===== src/rtl/wb_regfile_hilo_if.sv =====
// Writeback-to-regfile bus: GPR and HI/LO write ports in, decode read ports and HI/LO out.
// The master drives writes and read requests; the slave is the register file.
interface wb_regfile_hilo_if #(
   parameter int DATA_W = 32,
   parameter int ADDR_W = 5
);
   logic              wb_wReg;
   logic [ADDR_W-1:0] wb_wAddr;
   logic [DATA_W-1:0] wb_wData;
   logic              wb_wHiLo;
   logic [DATA_W-1:0] wb_hiData;
   logic [DATA_W-1:0] wb_loData;
   logic              re1;
   logic [ADDR_W-1:0] raddr1;
   logic [DATA_W-1:0] rdata1;
   logic              re2;
   logic [ADDR_W-1:0] raddr2;
   logic [DATA_W-1:0] rdata2;
   logic [DATA_W-1:0] hi_o;
   logic [DATA_W-1:0] lo_o;

   modport master (
      output wb_wReg, wb_wAddr, wb_wData, wb_wHiLo, wb_hiData, wb_loData,
      output re1, raddr1, re2, raddr2,
      input  rdata1, rdata2, hi_o, lo_o
   );

   modport slave (
      input  wb_wReg, wb_wAddr, wb_wData, wb_wHiLo, wb_hiData, wb_loData,
      input  re1, raddr1, re2, raddr2,
      output rdata1, rdata2, hi_o, lo_o
   );
endinterface


===== src/rtl/wb_regfile_hilo.sv =====
// Architectural GPR file plus HI/LO pair, written from writeback, with same-cycle
// write-through bypass on both decode read ports and on the HI/LO read-out.
module wb_regfile_hilo #(
   parameter int DATA_W   = 32,
   parameter int ADDR_W   = 5,
   parameter int NUM_REGS = 32
) (
   input  logic              clk,
   input  logic              rst,
   wb_regfile_hilo_if.slave  bus
);
   logic [DATA_W-1:0] r_gpr [NUM_REGS];
   logic [DATA_W-1:0] r_hi;
   logic [DATA_W-1:0] r_lo;
   logic              w_gpr_we;
   logic [DATA_W-1:0] w_rd1_stored;
   logic [DATA_W-1:0] w_rd2_stored;

   function automatic logic [DATA_W-1:0] read_port(
      input logic              reset,
      input logic              en,
      input logic [ADDR_W-1:0] addr,
      input logic              wreg,
      input logic [ADDR_W-1:0] waddr,
      input logic [DATA_W-1:0] wdata,
      input logic [DATA_W-1:0] stored
   );
      logic [DATA_W-1:0] res;
      if (reset || !en || (addr == '0)) begin
         res = '0;
      end else if (wreg && (waddr == addr)) begin
         res = wdata;
      end else begin
         res = stored;
      end
      return res;
   endfunction

   // r0 is never written, so it holds the zero it got at reset
   assign w_gpr_we = bus.wb_wReg && (bus.wb_wAddr != '0);

   always_ff @(posedge clk) begin
      if (rst) begin
         for (int i = 0; i < NUM_REGS; i++) begin
            r_gpr[i] <= '0;
         end
         r_hi <= '0;
         r_lo <= '0;
      end else begin
         if (w_gpr_we) begin
            r_gpr[bus.wb_wAddr] <= bus.wb_wData;
         end
         if (bus.wb_wHiLo) begin
            r_hi <= bus.wb_hiData;
            r_lo <= bus.wb_loData;
         end
      end
   end

   assign w_rd1_stored = r_gpr[bus.raddr1];
   assign w_rd2_stored = r_gpr[bus.raddr2];

   always_comb begin
      bus.rdata1 = read_port(rst, bus.re1, bus.raddr1, bus.wb_wReg, bus.wb_wAddr,
                             bus.wb_wData, w_rd1_stored);
      bus.rdata2 = read_port(rst, bus.re2, bus.raddr2, bus.wb_wReg, bus.wb_wAddr,
                             bus.wb_wData, w_rd2_stored);
   end

   always_comb begin
      bus.hi_o = '0;
      bus.lo_o = '0;
      if (!rst) begin
         bus.hi_o = bus.wb_wHiLo ? bus.wb_hiData : r_hi;
         bus.lo_o = bus.wb_wHiLo ? bus.wb_loData : r_lo;
      end
   end
endmodule


===== src/flat_wrapper.sv =====
// flat-port wrapper written by rule: the top's interface ports become plain ports
module wb_regfile_hilo_flat 
#(
   parameter int DATA_W   = 32,
   parameter int ADDR_W   = 5,
   parameter int NUM_REGS = 32
)
  (clk, rst, bus_wb_wReg, bus_wb_wAddr, bus_wb_wData, bus_wb_wHiLo, bus_wb_hiData, bus_wb_loData, bus_re1, bus_raddr1, bus_re2, bus_raddr2, bus_rdata1, bus_rdata2, bus_hi_o, bus_lo_o);
  wb_regfile_hilo_if #(.DATA_W(DATA_W), .ADDR_W(ADDR_W)) bus_i ();
  input  logic clk;
  input  logic rst;
  input wire logic [$bits(bus_i.wb_wReg)-1:0] bus_wb_wReg;
  input wire logic [$bits(bus_i.wb_wAddr)-1:0] bus_wb_wAddr;
  input wire logic [$bits(bus_i.wb_wData)-1:0] bus_wb_wData;
  input wire logic [$bits(bus_i.wb_wHiLo)-1:0] bus_wb_wHiLo;
  input wire logic [$bits(bus_i.wb_hiData)-1:0] bus_wb_hiData;
  input wire logic [$bits(bus_i.wb_loData)-1:0] bus_wb_loData;
  input wire logic [$bits(bus_i.re1)-1:0] bus_re1;
  input wire logic [$bits(bus_i.raddr1)-1:0] bus_raddr1;
  input wire logic [$bits(bus_i.re2)-1:0] bus_re2;
  input wire logic [$bits(bus_i.raddr2)-1:0] bus_raddr2;
  output wire logic [$bits(bus_i.rdata1)-1:0] bus_rdata1;
  output wire logic [$bits(bus_i.rdata2)-1:0] bus_rdata2;
  output wire logic [$bits(bus_i.hi_o)-1:0] bus_hi_o;
  output wire logic [$bits(bus_i.lo_o)-1:0] bus_lo_o;
  assign bus_i.wb_wReg = bus_wb_wReg;
  assign bus_i.wb_wAddr = bus_wb_wAddr;
  assign bus_i.wb_wData = bus_wb_wData;
  assign bus_i.wb_wHiLo = bus_wb_wHiLo;
  assign bus_i.wb_hiData = bus_wb_hiData;
  assign bus_i.wb_loData = bus_wb_loData;
  assign bus_i.re1 = bus_re1;
  assign bus_i.raddr1 = bus_raddr1;
  assign bus_i.re2 = bus_re2;
  assign bus_i.raddr2 = bus_raddr2;
  assign bus_rdata1 = bus_i.rdata1;
  assign bus_rdata2 = bus_i.rdata2;
  assign bus_hi_o = bus_i.hi_o;
  assign bus_lo_o = bus_i.lo_o;
  wb_regfile_hilo #(.DATA_W(DATA_W), .ADDR_W(ADDR_W), .NUM_REGS(NUM_REGS)) u_core (.clk(clk), .rst(rst), .bus(bus_i));
endmodule

===== config.mk =====
export PLATFORM = sky130hd
export DESIGN_NAME = wb_regfile_hilo_flat
export DESIGN_NICKNAME = d
export VERILOG_FILES = /design/src/rtl/wb_regfile_hilo_if.sv /design/src/rtl/wb_regfile_hilo.sv /design/src/flat_wrapper.sv
export SDC_FILE = /design/constraint.sdc
export NUM_CORES = 2
export LEC_CHECK = 0
export CORE_ASPECT_RATIO = 1.25
export CORE_UTILIZATION = 45
export DETAILED_ROUTE_END_ITERATION = 10
export PLACE_DENSITY = 0.6
export SLEW_MARGIN = 20
export SYNTH_ARGS = -nofsm -noshare
export SYNTH_HDL_FRONTEND = slang
export SYNTH_SLANG_ARGS = --single-unit

===== constraint.sdc =====
create_clock -name clk -period 6.5 [get_ports clk]
set_input_delay 1.3 -clock clk [delete_from_list [all_inputs] [get_ports clk]]
set_output_delay 1.3 -clock clk [all_outputs]
set_load 0.05 [all_outputs]

* After elaboration in Yosys (flattened, before gate mapping) *
Memory sizes are Yosys's and may differ from the RTL's.
Index checks and enable logic that the tools add are counted.

operators by class
  $add $sub $neg = 0
  $mul = 0
  div/mod/pow operators = 0
  order comparisons = 0
  equality and inequality tests = 2
  shift operators = 0
  muxes and demuxes = 16
  bitwise operators = 0
  reductions and logical operators = 13

operators with widths
  kind                 number
  $mux W32             9
  $reduce_or A32 Y1    1
  $eq A5 B5 Y1         2
  $logic_not A5 Y1     2
  $mux W1              6
  $mux W5              1
  $reduce_bool A5 Y1   1
  $logic_or A1 B1 Y1   4
  $logic_and A1 B1 Y1  3
  $logic_not A1 Y1     2

word-level totals
  register bits = 64
  bits in latches = 0
  memory bits (writable) = 1024
  memory bits (read-only) = 0
  output and inout port bits = 128
  word-level logic and storage cells = 34
  memories kept = 1

memories
  memory        depth  bits a word  read ports  clocked after memory_dff  wr ports  RTL line               source
  u_core.r_gpr  32     32           2           0                         32        wb_regfile_hilo.sv:12  logic [DATA_W-1:0] r_gpr [NUM_REGS];

* Longest topological paths before layout *
  depth in word-level cells = 7
  mapped depth = 9
  depth with buffers taken out = 5

* Worst setup path after synthesis *
No wires, ideal clock.

  path type = input -> output
  start point = input port bus_raddr2[0]
  end point = output port bus_rdata2[14]
  data arrival time = 3.138 ns
  data required time = 5.200 ns
  slack = 2.062 ns
  stages on the path = 7
  buffers on the path = 3
  path through = buf_2 buf_2 buf_2 mux4_2 a22oi_1 nand3_1 a32o_1

on the way
  word-level cells in the longest chain between the ends = 4
  elaborated cells on any way between the ends = 7
  those cells by class = eq/ne (1); mux (2); reduce/logical (3); memory (1)

ends and longest elaborated chain
  element                                                                  RTL line               source
  start: declaration                                                       flat_wrapper.sv:21     input wire logic [$bits(bus_i.raddr2)-1:0] bus_raddr2;
  parallel branches: the longest is 3 deep, another holds $mem_v2 Z32 W32  -
  $mux W32 *                                                               wb_regfile_hilo.sv:29  if (reset || !en || (addr == '0)) begin
  end: declaration                                                         flat_wrapper.sv:23     output wire logic [$bits(bus_i.rdata2)-1:0] bus_rdata2;

Every way passes the cells marked *.

* Worst setup path after layout *
  start point = input port bus_raddr1[1]
  end point = output port bus_rdata1[14]

on the way
  word-level cells in the longest chain between the ends = 4
  elaborated cells on any way between the ends = 7
  those cells by class = eq/ne (1); mux (2); reduce/logical (3); memory (1)

ends and longest elaborated chain
  element                                                                  RTL line               source
  start: declaration                                                       flat_wrapper.sv:19     input wire logic [$bits(bus_i.raddr1)-1:0] bus_raddr1;
  parallel branches: the longest is 3 deep, another holds $mem_v2 Z32 W32  -
  $mux W32 *                                                               wb_regfile_hilo.sv:29
  end: declaration                                                         flat_wrapper.sv:22     output wire logic [$bits(bus_i.rdata1)-1:0] bus_rdata1;

Marked as above.

==> results.md <==
- CTS tree: yes
- Average cell area after synthesis: 14.2 um2
- Min Tclk post-route: 5440 ps
- GR Overflow Total: 0
- Total track usage: roughly 32%
- Die extent in x: 321 um
- Largest net degree at the start of global routing: 83
- Skew final: 0 ps
- Port Buffers: around 240
- Post-Synth Adder-Cell Area: 0%
- Worst EP arrival: 4140 ps
- Compound-cell area share of the yosys netlist: 5.09%
- Period utilisation layout: 83.7%
- Synth top area share: between 50% and 60%
- I/O pin total: 245
- Post-CTS setup buffer count: 0
- First-pass GRT wire length: 288000 um
- Core Area: 125000 um2
- Most common cell in the netlist: edfxtp_1
- Synth warn: 0
- Fin Setup TNS: 0 ps
- Synth Area in XOR/XNOR: 0.153%
- Worst Hold Class: reg2reg
- Max-Slew Margin vs Limit: 24.1%
- Outcome: completed
- Reg clk slew, reported paths: 60 ps
- Via-to-Cell Ratio: 6.43
- Worst setup EP type: output pin
- Main combinational cell family by area after synthesis: multiplexers
- Sequential area share after synthesis: 56.1%
- RSZ-0062 raised after global routing: no
- Placement Rows: 145
- Setup crit start kind: input pin
- Power per cell area: 257 nW/um2
- Cells after synthesis: slightly above 4000
- Pleak: 0.0232 uW
- Die height: 400 um
- FF+latch count, synth: 1088
- Vias: 38200
- Post-synth EDFFs: just over 1000
- Post-synthesis mux area share: 21.8%
- Max Clk Rate: 184 MHz
- Endpoints failing setup: 0
- Critical Path Fanout Max: 78
- Final Hold Viols: 0
- Worst VDD drop: roughly 0.22 mV
- Clk sink count: 1088
- Post-Synth Simple-Gate Area: 13.7%
- DRT iter0 DRCs: between 5000 and 6000
- Area delta synth->final: 15.2%
- DRT Pass-1 Iters: 5
- H-tree depth: 3
- Final Max Tran Viols: 0
- FFs w/ async S/R, synth: 0%
- Avg WL per Cell: 34.7 um
- Number of global-route vias before repair: 38400
- Final Wtd Congestion: 0.864
- Layout cell share with drive strength beyond 1: 20.8%
- Post-CTS Resized: 0
- Hpwl dp: ~120000 um
- Num CTS Buffers: 116
- Worst-Skew Late Latency: 750 ps
- # hold bufs at CTS: 0
- CTS root buffer: clkbuf_16
- R2R Setup Slk: 5660 ps
- Drt drc: 0
- ANT nets after route: 0
- Antenna violations before repair: 14
- Worst path required time: 5200 ps
- Synth area leaders: edfxtp_1 (54%), mux4_2 (15%), and2_1 (11%), mux2i_1 (6.3%), dfxtp_1 (2.2%)
- Final wirelength: 206000 um
- Netlist Area Pre-Place: 57100 um2
- Ys flop type: edfxtp_1
- Die area: roughly 130000 um2
- Max Cap Viol: 0
- Initial core utilization: 45.6%
- Post-synth top area cell: edfxtp_1
- Most instantiated cells after synthesis: edfxtp_1 (1024), and2_1 (995), mux4_2 (391), mux2i_1 (358), clkbuf_1 (316)
- Final Net Count: 4263
- Worst Setup Path Type: in2out
- Clock Path Buffers: 3
- Worst slew pin tran: approximately 1100 ps
- Tot Pwr: 16900 uW
- Cell variety after synth: 50
## power by group
| group | internal, uW | switching [uW] |
|---|---|---|
| clock | 3490 | 2890 |
| sequential | 8050 | 186 |
| combinational | 906 | 1380 |
## critical path, stage by stage
cell,delay (ps)
buf_8,590
xnor2_1,190
nand4_1,260
o211ai_4,240
buf_4,430
buf_4,390
nor3_1,160
a22o_1,280
buf_12,180
## routing by layer
layer	track usage [%]	wire length, um	vias to the layer above
li1	-	-	15500
met1	40.3	75400	19600
met2	52.2	99700	2456
met3	6.81	20600	566
met4	16.0	10600	0
met5	0	0	-
## metrics by stage
step                      setup slack [ps]  area, um2  hold slack (ps)  util [%]  instances
after floorplan                       2060      57200              734         -       4059
after global placement                1140      62300              487      49.7       5718
after detailed placement              1130      62300              496      49.7       5718
after CTS                             1120      65800              515      52.5       5934
after global routing                  1020      65800              536      52.5       5935
final                                 1060      65800              509      52.5       5941
## cells in the final DEF (no fill, tap or decap), drive strengths merged, types with 18 or more instances in the layout
cell	Yosys	final
nor2	102	102
or2	32	32
a22o	32	32
nor3	26	26
nand3	28	28
and2	996	996
clkbuf	316	151
a211oi	23	23
o2111ai	22	22
o22ai	37	37
a22oi	124	124
o221ai	18	18
conb	1	32
a31oi	18	18
edfxtp	1024	1024
nand2	128	128
a21oi	54	54
clkdlybuf4s50	0	155
a32o	32	32
buf	115	245
mux4	391	391
clkinv	0	54
mux2i	358	358
dfxtp	64	64
## state kept, by name, summed over array words and instances (netlist names)
name          count
u_core.r_gpr   1024
u_core.r_lo      32
u_core.r_hi      32
## cell families (layout without fill, tap and decap cells)
| family | count (synthesis) | after routing |
|---|---|---|
| compound gates | 392 | 392 |
| xor+xnor | 10 | 10 |
| buf+inv | 431 | 616 |
| flops | 1088 | 1088 |
| mux | 753 | 753 |
| other cells | 1 | 39 |
| simple gates | 1353 | 1353 |
## worst paths after layout
path	depth (start not counted)	start	end
worst max-delay path	9	bus_raddr1[1]	bus_rdata1[14]
worst min-delay path	2	u_core.r_lo[28]	u_core.r_lo[28]
worst max register to register	2	u_core.r_hi[0]	u_core.r_hi[0]
worst min register to register	2	u_core.r_lo[28]	u_core.r_lo[28]
## layout make-up
| cell class | instances | area (um2) |
|---|---|---|
| Fill cell | 10300 | 59600 |
| Sequential cell | 1088 | 32000 |
| Multi-Input combinational cell | 2540 | 23800 |
| Timing Repair Buffer | 400 | 4320 |
| Clock buffer | 151 | 3080 |
| Tap cell | 1690 | 2110 |
| Clock inverter | 65 | 482 |
| Antenna cell | 7 | 17.5 |
No activity file was read; power rests on OpenSTA's default activity.
